--- src/rtl/fetch_unit.sv ---
// fetch_unit: instruction-fetch stage that owns the PC.
// Reads pc, fetches over an imem req/ack handshake, loads the IF/ID register
// and drives pc_enable/nextpc. Handles ID stall, flush, branch redirect and
// misaligned-PC faults.
// Optional feature: define FETCH_TIMEOUT_EN to enable the WAIT/DRAIN ack
// timeout (MAX_WAIT cycles); without it the handshake waits indefinitely.
module fetch_unit #(
  parameter logic [31:0] RESET_VECTOR = 32'h0000_0000,
  parameter int          MAX_WAIT     = 15
) (
  input  logic        clk,
  input  logic        rst_n,
  input  logic [31:0] pc,
  output logic        pc_enable,
  output logic [31:0] nextpc,
  input  logic        redirect,
  input  logic [31:0] redirect_pc,
  input  logic        flush,
  input  logic        stall,
  output logic        imem_req,
  output logic [31:0] imem_addr,
  input  logic        imem_ack,
  input  logic [31:0] imem_rdata,
  output logic        ifid_valid,
  output logic [31:0] ifid_instr,
  output logic [31:0] ifid_pc,
  output logic [31:0] ifid_pc4,
  output logic        fetch_err
);

  typedef enum logic [2:0] {
    S_BOOT, S_ISSUE, S_WAIT, S_HOLD, S_DRAIN, S_ERR
  } state_t;

  state_t      state_reg, state_next;
  logic        req_reg, req_next;
  logic [31:0] addr_reg, addr_next;
  logic [31:0] hold_reg, hold_next;
  logic        ifid_valid_reg;
  logic [31:0] ifid_instr_reg, ifid_pc_reg, ifid_pc4_reg;
  logic        load;        // write a fetched word into IF/ID this cycle
  logic [31:0] load_instr;
  logic        kill;        // squash IF/ID (redirect or flush)
  logic        accept;      // IF/ID can take a new word at this edge
  logic        timeout;

`ifdef FETCH_TIMEOUT_EN
  localparam int CNT_W = $clog2(MAX_WAIT + 1);
  logic [CNT_W-1:0] wait_cnt_reg;

  // Count consecutive cycles spent in WAIT or DRAIN; restart on every entry.
  always_ff @(posedge clk or negedge rst_n) begin
    if (!rst_n) begin
      wait_cnt_reg <= '0;
    end else if ((state_reg == S_WAIT || state_reg == S_DRAIN) && state_next == state_reg) begin
      wait_cnt_reg <= wait_cnt_reg + CNT_W'(1);
    end else begin
      wait_cnt_reg <= '0;
    end
  end

  assign timeout = (wait_cnt_reg == CNT_W'(MAX_WAIT - 1)) && !imem_ack;
`else
  logic [31:0] unused_max_wait;
  assign unused_max_wait = 32'(MAX_WAIT);
  assign timeout = 1'b0;
`endif

  assign accept = !ifid_valid_reg || !stall;

  // Next-state, handshake and PC control; redirect beats flush beats normal flow.
  always_comb begin
    state_next = state_reg;
    req_next   = req_reg;
    addr_next  = addr_reg;
    hold_next  = hold_reg;
    load       = 1'b0;
    load_instr = hold_reg;
    kill       = 1'b0;
    pc_enable  = 1'b0;
    nextpc     = pc + 32'd4;
    if (state_reg == S_BOOT) begin
      pc_enable  = 1'b1;
      nextpc     = RESET_VECTOR;
      state_next = S_ISSUE;
    end else if (redirect) begin
      pc_enable = 1'b1;
      nextpc    = redirect_pc;
      kill      = 1'b1;
      if (state_reg == S_WAIT || state_reg == S_DRAIN) begin
        // An outstanding request cannot be aborted; drain it first.
        if (imem_ack) begin
          req_next   = 1'b0;
          state_next = S_ISSUE;
        end else begin
          state_next = S_DRAIN;
        end
      end else begin
        state_next = S_ISSUE;
      end
    end else begin
      kill = flush;
      case (state_reg)
        S_ISSUE: begin
          if (pc[1:0] != 2'b00) begin
            state_next = S_ERR;
          end else begin
            req_next   = 1'b1;
            addr_next  = pc;
            state_next = S_WAIT;
          end
        end
        S_WAIT: begin
          if (flush) begin
            if (imem_ack) begin
              req_next   = 1'b0;
              state_next = S_ISSUE;
            end else begin
              state_next = S_DRAIN;
            end
          end else if (imem_ack) begin
            req_next = 1'b0;
            if (accept) begin
              load       = 1'b1;
              load_instr = imem_rdata;
              pc_enable  = 1'b1;
              state_next = S_ISSUE;
            end else begin
              hold_next  = imem_rdata;
              state_next = S_HOLD;
            end
          end else if (timeout) begin
            req_next   = 1'b0;
            state_next = S_ERR;
          end
        end
        S_HOLD: begin
          if (flush) begin
            // pc was never advanced, so ISSUE refetches the dropped word.
            state_next = S_ISSUE;
          end else if (accept) begin
            load       = 1'b1;
            pc_enable  = 1'b1;
            state_next = S_ISSUE;
          end
        end
        S_DRAIN: begin
          if (imem_ack || timeout) begin
            req_next   = 1'b0;
            state_next = S_ISSUE;
          end
        end
        default: ;  // S_ERR holds until a redirect
      endcase
    end
  end

  // State, fetch request and hold-buffer registers.
  always_ff @(posedge clk or negedge rst_n) begin
    if (!rst_n) begin
      state_reg <= S_BOOT;
      req_reg   <= 1'b0;
      addr_reg  <= 32'd0;
      hold_reg  <= 32'd0;
    end else begin
      state_reg <= state_next;
      req_reg   <= req_next;
      addr_reg  <= addr_next;
      hold_reg  <= hold_next;
    end
  end

  // IF/ID register: load, squash, consume or freeze under stall.
  always_ff @(posedge clk or negedge rst_n) begin
    if (!rst_n) begin
      ifid_valid_reg <= 1'b0;
      ifid_instr_reg <= 32'd0;
      ifid_pc_reg    <= 32'd0;
      ifid_pc4_reg   <= 32'd0;
    end else if (load) begin
      ifid_valid_reg <= 1'b1;
      ifid_instr_reg <= load_instr;
      ifid_pc_reg    <= addr_reg;
      ifid_pc4_reg   <= addr_reg + 32'd4;
    end else if (kill || !stall) begin
      ifid_valid_reg <= 1'b0;
    end
  end

  assign imem_req   = req_reg;
  assign imem_addr  = addr_reg;
  assign ifid_valid = ifid_valid_reg;
  assign ifid_instr = ifid_instr_reg;
  assign ifid_pc    = ifid_pc_reg;
  assign ifid_pc4   = ifid_pc4_reg;
  assign fetch_err  = (state_reg == S_ERR);

endmodule

--- config.mk ---
export PLATFORM = sky130hd
export DESIGN_NAME = fetch_unit
export DESIGN_NICKNAME = d
export VERILOG_FILES = /design/src/rtl/fetch_unit.sv
export SDC_FILE = /design/constraint.sdc
export NUM_CORES = 1
export LEC_CHECK = 0
export BUFFER_PORTS_ARGS = -buffer_cell sky130_fd_sc_hd__buf_2
export CORE_MARGIN = 4
export CORE_UTILIZATION = 52
export DETAILED_ROUTE_END_ITERATION = 16
export PLACE_DENSITY = 0.81
export SLEW_MARGIN = 40
export SYNTH_ARGS = -nofsm -noshare
export SYNTH_HDL_FRONTEND = slang
export SYNTH_SLANG_ARGS = --single-unit
--- constraint.sdc ---
create_clock -name clk -period 2.3 [get_ports clk]
set_input_delay 0.345 -clock clk [delete_from_list [all_inputs] [get_ports clk]]
set_output_delay 0.345 -clock clk [all_outputs]
set_load 0.02 [all_outputs]
==> out/results.ini, run 1 <==
[synthesis]
syn_inst = 846
synth_area_per_cell_um2 = 9.81
synth_seq_area_share = 0.492
post_synth_instance_area_um2 = 8300
synthFlopType = dfrtp_1
yosys_warnings = 0
synth_edf_count = 0
async_reset_ff_frac = 1.00
synth_seq_cells = 163
synth_cell_type_count = 53
synth_fp_nets = 950

[grt]
grt_pass1_wl_um = 39500
gr-total-overflow = 0
grt_pass1_vias = 7424
grt_antenna_before_repair = 0
grt.total_usage = 0.276
grt_max_degree = 131

[critical_path]
cp_cell_sequence = or3_4, buf_12, o21ai_0, nor3b_1, buf_4, buf_2
cp_max_fo = 22
required_ns = 1.96
max_stage_delay_ns = 0.42
critPathSlowestCell = dfrtp_1
critPathCaptureType = output port
crit_path_start_kind = register
crit_arrival_ns = 1.88
worstSetupPathType = reg2out

[clock_tree]
cts_tree = yes
h-tree-depth = 4
clock_path_buffers = 2
numCtsBuffers = 17
clock_sinks = 163
path_clk_slew_ns = 0.07
root_buffer = clkbuf_16
clk_latency_ns = 0.42

[hold_path]
hp-class = in2reg

[timing]
hold_violations = 0
finalCriticalPeriod_ns = 2.23
relSlewSlack = 0.652
max_freq_ghz = 0.449
finalCritPeriodShare = 0.969
rsz0062_at_grt = true
setup_tns_ns = 0
setup_violations = 0
drv_slew = 0
holdWs_ns = 0.165
fin_worst_skew_ns = 0.00884
worst_pin_slew_ns = 0.522

[drt]
vias = 7637
drt_first_iter_violations = 513
drc = 0
wirelength_um = 24700
viasPerCell = 5.64
wl_per_cell_um = 18.2
ant_nets = 0
firstDrtPassIters = 5

[final_layout]
design_area_um2 = 10700
nets = 1233
drive_gt1_frac = 0.384
syn_to_final_growth_pct = 29.3
antennaDiodeCount = 0
postLayoutCoreUtil = 0.695

[placement]
gp_congestion = 0.947
io_buffers = 265
place_hpwl_um = 18300
place_area_um2 = 10100

[die]
die_width_um = 134
die_h_um = 134
ios = 266
core_area_um2 = 15400
die-area_um2 = 18000
placementRows = 45
start_util = 0.538

[flow_run]
max_cap_viol_count = 0

[power]
power_density_nw_per_um2 = 1110
p_leak_nw = 5.51
peakVddDrop_mv = 0.764
power_mw = 11.9

[status]
status = finished clean

[critical path: cells and delay by family, from the launching register on]
kind	cells	cell delay, ns
DFF	1	0.42
AOI/OAI and AO/OA	1	0.08
and+or+nand+nor	2	0.49
buffers and inverters	3	0.46
[power breakdown]
part           internal (mW)  switching (mW)
sequential              3.67           0.700
clock                   1.45            1.17
combinational           1.81            3.09
total                   6.94            4.95
[final timing paths]
kind,slack (ns),start,cells after the start,to
min,0.16,imem_rdata[8],2,hold_reg[8]
min reg2reg,0.47,ifid_pc[7],2,ifid_pc[7]
max in group asynchronous,1.09,rst_n,3,imem_addr[28]
min in group asynchronous,0.44,rst_n,2,ifid_instr[6]
max,0.07,state_reg[2],6,nextpc[27]
max reg2reg,0.14,imem_addr[2],5,ifid_pc4[28]
[placed cells by master, fill, tap and decap left out, drive strengths merged, types with 20 or more instances in the layout]
cell type	Yosys	routed
buf	27	323
mux2	62	62
a31oi	20	20
nand2	157	157
nand3	29	29
nand4	20	20
dfrtp	163	163
clkbuf	34	21
o21ai	86	86
mux2i	35	35
nor2	35	35
[cell families (layout without fill, tap and decap cells)]
| family | after synthesis | count (layout) | share of synthesized area |
|---|---|---|---|
| AND/OR/NAND/NOR | 340 | 340 | 0.205 |
| XOR/XNOR | 28 | 28 | 0.0296 |
| AO/OA/AOI/OAI | 148 | 148 | 0.103 |
| adder cells (fa/ha/maj) | 2 | 2 | 0.00302 |
| flip-flops | 163 | 163 | 0.492 |
| multiplexers | 97 | 97 | 0.126 |
| buffers and inverters | 68 | 364 | 0.0413 |
[final cells by class]
class                   instances  area (um2)
fillers                      1223        4700
clock buffers                  20         457
repair buffers                325        1880
clock inverters                12        97.6
inverters                       7        26.3
well taps                     211         264
flip-flops and latches        163        4080
multi-input cells             615        3920
[synth_stat cells (all sizes together), types with 2 or more instances]
cell type	n	area share
dfrtp	163	0.49
nand2	157	0.071
o21ai	86	0.052
mux2	62	0.084
mux2i	35	0.042
nor2	35	0.016
clkbuf	34	0.017
nand3	29	0.018
buf	27	0.021
a31oi	20	0.015
nand4	20	0.016
nor3	18	0.012
xnor2	17	0.018
and4	15	0.016
a21oi	13	0.0078
and3	12	0.0092
or3	12	0.0095
xor2	11	0.012
or4	10	0.0095
o31ai	9	0.0081
a211oi	7	0.0063
a311oi	7	0.0074
inv	7	0.0032
and2	6	0.0045
nor4b	6	0.0063
nor4	5	0.0038
nor3b	4	0.0036
ha	2	0.0030
nand2b	2	0.0015
nor2b	2	0.0015
or3b	2	0.0021
or4b	2	0.0024
[per-layer routing]
layer  track usage  routed length [um]  up-vias
li1              -                   -     3582
met1         0.373               10400     3633
met2         0.439               11700      369
met3        0.0563                1870       53
met4         0.113                 754        0
met5             0                   0        -
[repair_timing]
action	in CTS	in global routing
hold buffers	1	0
gates resized for setup	2	4
setup buffers	0	3
hold endpoints to repair	50	0
endpoints found under the setup margin	1	7
[metrics by stage]
| step | setup WS, ns | std cells |
|---|---|---|
| finish | 0.0717 | 1353 |
| global route | -0.00548 | 1353 |
| CTS | 0.0118 | 1350 |
| detailed placement | 0.0774 | 1317 |
| global placement | 0.0661 | 1317 |
| floorplan | 0.0806 | 846 |
(Power assumes the default switching activity.)
==> run 2, diff against run 1 <==
--- a/config.mk
+++ b/config.mk
@@ -9,6 +9,5 @@
 export CORE_MARGIN = 4
-export CORE_UTILIZATION = 52
+export CORE_UTILIZATION = 45
 export DETAILED_ROUTE_END_ITERATION = 16
-export PLACE_DENSITY = 0.81
-export SLEW_MARGIN = 40
+export PLACE_DENSITY = 0.72
 export SYNTH_ARGS = -nofsm -noshare
==> constraint.sdc (replaced) <==
create_clock -name clk -period 2.3 [get_ports clk]
set_input_delay 0.23 -clock clk [delete_from_list [all_inputs] [get_ports clk]]
set_output_delay 0.23 -clock clk [all_outputs]
set_load 0.02 [all_outputs]
==> run 2 against run 1 <==
  * Maximum frequency grew 4.0%
  * Via count decreased by 4.0%
  * Critical endpoint is now pc_enable
  * Global-route usage decreased by 4.1 points
  * Die area is 15% higher
  * Largest cell class unchanged
  * Register-to-register slack better by 0.02 ns
  * Setup slack better by 0.087 ns
  * Core utilization fell by 11 points
  * Clock skew rose by 0.0029 ns
==> out/results.ini, run 2 (synthesized netlist as in run 1, its figures left out) <==
[die]
die_width_um = 144
die_h_um = 144
ios = 266
die-area_um2 = 20700
core_area_um2 = 18000
start_util = 0.460
placementRows = 49

[grt]
grt_pass1_vias = 7119
grt_antenna_before_repair = 0
grt_pass1_wl_um = 38300
grt_max_degree = 131
gr-total-overflow = 0
grt.total_usage = 0.235

[timing]
finalCritPeriodShare = 0.931
setup_violations = 0
hold_violations = 0
relSlewSlack = 0.585
finalCriticalPeriod_ns = 2.14
rsz0062_at_grt = false
drv_slew = 0
fin_worst_skew_ns = 0.0118
worst_pin_slew_ns = 0.622
setup_tns_ns = 0
max_freq_ghz = 0.467
holdWs_ns = 0.0527

[clock_tree]
numCtsBuffers = 17
root_buffer = clkbuf_16
clock_path_buffers = 2
cts_tree = yes
h-tree-depth = 4
clk_latency_ns = 0.42
clock_sinks = 163
path_clk_slew_ns = 0.06

[final_layout]
design_area_um2 = 10500
postLayoutCoreUtil = 0.584
drive_gt1_frac = 0.365
final_cells = 1344
antennaDiodeCount = 0
mostFrequentLayoutCells = buf_2 (264), dfrtp_1 (163), nand2_1 (157)
nets = 1206
syn_to_final_growth_pct = 26.9
layout_commonest_cell = buf_2

[drt]
vias = 7329
drt_first_iter_violations = 383
firstDrtPassIters = 4
ant_nets = 0
wirelength_um = 24300
drc = 0
wl_per_cell_um = 18.1
viasPerCell = 5.45

[status]
status = finished clean

[critical_path]
required_ns = 2.07
cp_max_fo = 8
critPathCaptureType = output port
crit_arrival_ns = 1.91
r2r_end = ifid_pc4[28]
worstSetupPathType = reg2out
crit_path_start_kind = register
timing.rr.start = imem_addr[2]
timing.reg2reg.setup_slack_ns = 0.16
rr_worst_depth = 5

[placement]
io_buffers = 265
place_hpwl_um = 17800
dp_cells = 1311
place_area_um2 = 9940
gp_congestion = 0.879

[power]
power_density_nw_per_um2 = 1120
peakVddDrop_mv = 0.593
p_leak_nw = 5.39

[hold_path]
holdPathEnd = hold_reg[8]
worstHoldStart = imem_rdata[8]
holdPathStages = 2
hp-class = in2reg

[flow_run]
max_cap_viol_count = 0

==> run 2: how the worst max path moves through the flow <==
stage,endpoint,from,slack [ns]
2_1_floorplan,ifid_pc4[28],imem_addr[2],0.08
3_3_place_gp,ifid_pc4[28],imem_addr[2],0.14
3_5_place_dp,ifid_pc4[28],imem_addr[2],0.13
4_1_cts,ifid_pc4[28],imem_addr[2],0.11
5_1_grt,ifid_pc4[28],imem_addr[2],0.02
6_report,pc_enable,state_reg[0],0.16
==> run 2: what timing repair did <==
action | in CTS | in global routing
buffers inserted | 0 | 0
hold buffers | 1 | 0
resized for setup | 2 | 0
pin swaps | 0 | 1
endpoints found under the setup margin | 6 | 2
gates cloned | 0 | 0
hold endpoints to repair | 61 | 0
==> run 2: area by class of cell <==
class / count / area, um2
clock buffer: 19 / 443
clock inverter: 13 / 125
fill: 1602 / 7500
inverter: 7 / 26.3
multi-input combinational: 615 / 3900
sequential: 163 / 4080
tap: 229 / 287
timing repair buffer: 298 / 1670
==> run 2: where the power goes <==
group	internal (mW)	switching, mW	total, mW
logic	1.68	2.93	4.62
registers	3.66	0.781	4.45
clock network	1.54	1.19	2.72
==> run 2: per-stage QoR <==
| stage | setup slack, ns | total power [mW] |
|---|---|---|
| 2_1_floorplan | 0.0806 | 7.07 |
| 3_3_place_gp | 0.138 | 9.06 |
| 3_5_place_dp | 0.131 | 9.12 |
| 4_1_cts | 0.114 | 11.9 |
| 5_1_grt | 0.0184 | 12.5 |
| 6_report | 0.158 | 11.8 |
==> run 2: worst max-delay path, cell delays in order, from the launching register on <==
cell and delay (ns):
dfrtp_1 0.46, o2bb2ai_1 0.41, nor3_1 0.12, or3_1 0.33, buf_2 0.17
==> run 2: metal layers <==
metal  routed length [um]  up-vias  global-route usage  part of all wire
li1                     -     3531                   -                 -
met1                10700     3476               0.326              0.44
met2                11300      296               0.373              0.46
met3                 1940       26              0.0536             0.080
met4                  348        0              0.0639             0.014
met5                    0        -                   0                 0
==> run 3, diff against run 2 <==
Settings changed: CTS_BUF_LIST set to sky130_fd_sc_hd__clkbuf_8, PLACE_DENSITY 0.72 to 0.69.
==> run 3 against run 2 <==
  * Via count is 0.94% higher
  * Count of clock-buffer cells in the layout is 1 lower
  * Highest routed layer unchanged
  * Routed wire length is 0.75% higher
  * Critical path depth is 1 higher
  * First-iteration DRC count is 3.7% lower
==> out/results.ini, run 3 (synthesized netlist as in run 1, its figures left out) <==
[drt]
firstDrtPassIters = 5
wl_per_cell_um = 17.9
viasPerCell = 5.40
drt_first_iter_violations = 369
drc = 0
ant_nets = 0
vias = 7398
wirelength_um = 24500

[clock_tree]
cts_tree = yes
clock_path_buffers = 2
h-tree-depth = 4
path_clk_slew_ns = 0.09
numCtsBuffers = 17
root_buffer = clkbuf_8
clk_latency_ns = 0.44
clock_sinks = 163

[placement]
io_buffers = 265
place_hpwl_um = 18200
gp_congestion = 0.897
place_area_um2 = 10000
dpl_worst_slack_ns = 0.101

[final_layout]
drive_gt1_frac = 0.371
multiInputGateArea_um2 = 3910
nets = 1232
mostFrequentLayoutCells = buf_2 (264), dfrtp_1 (163), nand2_1 (157)
design_area_um2 = 10600
antennaDiodeCount = 0
n_fill_cell = 1641
syn_to_final_growth_pct = 27.6
layout_commonest_cell = buf_2
seq_area_um2 = 4080

[timing]
max_freq_ghz = 0.465
setup_violations = 0
layout_setup_ws_ns = 0.151
drv_slew = 0
rsz0062_at_grt = false
setup_tns_ns = 0
finalCritPeriodShare = 0.934
fin_worst_skew_ns = 0.0128
worst_pin_slew_ns = 0.491
finalCriticalPeriod_ns = 2.15
hold_violations = 0
relSlewSlack = 0.670

[critical_path]
path_delay_family = simple AND/OR/NAND/NOR gates
max_stage_delay_ns = 0.40
required_ns = 2.07
cp_cell_sequence = buf_4, o2bb2ai_2, nor3_1, or3_1, buf_2
path_buf_inv = 2
cp_max_fo = 15
worstSetupPathType = reg2out
crit_arrival_ns = 1.92
critPathCaptureType = output port
critPathSlowestCell = dfrtp_1
crit_path_start_kind = register

[hold_path]
hp-class = in2reg

[power]
p_leak_nw = 5.41
peakVddDrop_mv = 0.587
power_density_nw_per_um2 = 1050

[flow_run]
max_cap_viol_count = 0

[die]
die_h_um = 144
placementRows = 49
ios = 266
start_util = 0.460
die_width_um = 144
die-area_um2 = 20700
core_area_um2 = 18000

[status]
status = finished clean

[grt]
grt_antenna_before_repair = 0
gr-total-overflow = 0
grt_max_degree = 72
grt_pass1_wl_um = 38200
grt.total_usage = 0.236
grt_pass1_vias = 7227

-- run 3: where the power goes --
group / internal, mW / switching, mW / total [mW]
registers: 3.66 / 0.644 / 4.30
logic: 1.80 / 3.10 / 4.89
clock network: 0.892 / 1.07 / 1.97
total: 6.35 / 4.82 / 11.2
-- run 3: layer usage --
layer / global-route usage / wire length, um
met4: 0.0748 / 425
met2: 0.382 / 11300
met3: 0.0559 / 1840
met1: 0.316 / 10900
met5: 0 / 0
-- run 3: final timing paths --
check | start | slack [ns] | depth (start not counted) | endpoint
setup / recovery | state_reg[0] | 0.15 | 5 | pc_enable
hold reg to reg | ifid_pc[6] | 0.47 | 2 | ifid_pc[6]
min in group asynchronous | rst_n | 0.30 | 2 | hold_reg[15]
max in group asynchronous | rst_n | 1.36 | 3 | ifid_pc4[31]
hold / removal | imem_rdata[14] | 0.03 | 2 | hold_reg[14]
setup reg to reg | state_reg[2] | 0.16 | 5 | hold_reg[11]
-- run 3: layout make-up --
cell class | count | share of cell area
repair buffers | 324 | 0.181
multi-input cells | 615 | 0.369
well taps | 229 | 0.0271
inverters | 7 | 0.00248
clock buffers | 18 | 0.0234
clock inverters | 14 | 0.0120
flip-flops and latches | 163 | 0.385
-- run 3: worst register-to-register path, stage by stage (launching register included) --
cell and delay (ns):
dfrtp_1 0.41, or3b_2 0.53, nor3_2 0.22, and3b_1 0.25
buf_12 0.22, mux2_2 0.41
-- run 3: what timing repair did --
item                       4_1_cts  5_1_grt
hold endpoints to repair        55        1
gates cloned                     0        0
pin swaps                        0        1
setup buffers                    0        2
setup endpoints to repair        7        1
gates resized for setup          3        1
hold buffers                    14        1
-- run 3: per-stage QoR --
step                hold slack [ns]  power, mW   util  instances
floorplan                   -0.0656       7.07      -        846
global route                0.00580       11.9  0.588       1370
global placement              0.212       9.17  0.557       1321
CTS                         0.00109       11.3  0.586       1367
detailed placement            0.211       9.24  0.557       1321
finish                       0.0337       11.2  0.588       1370
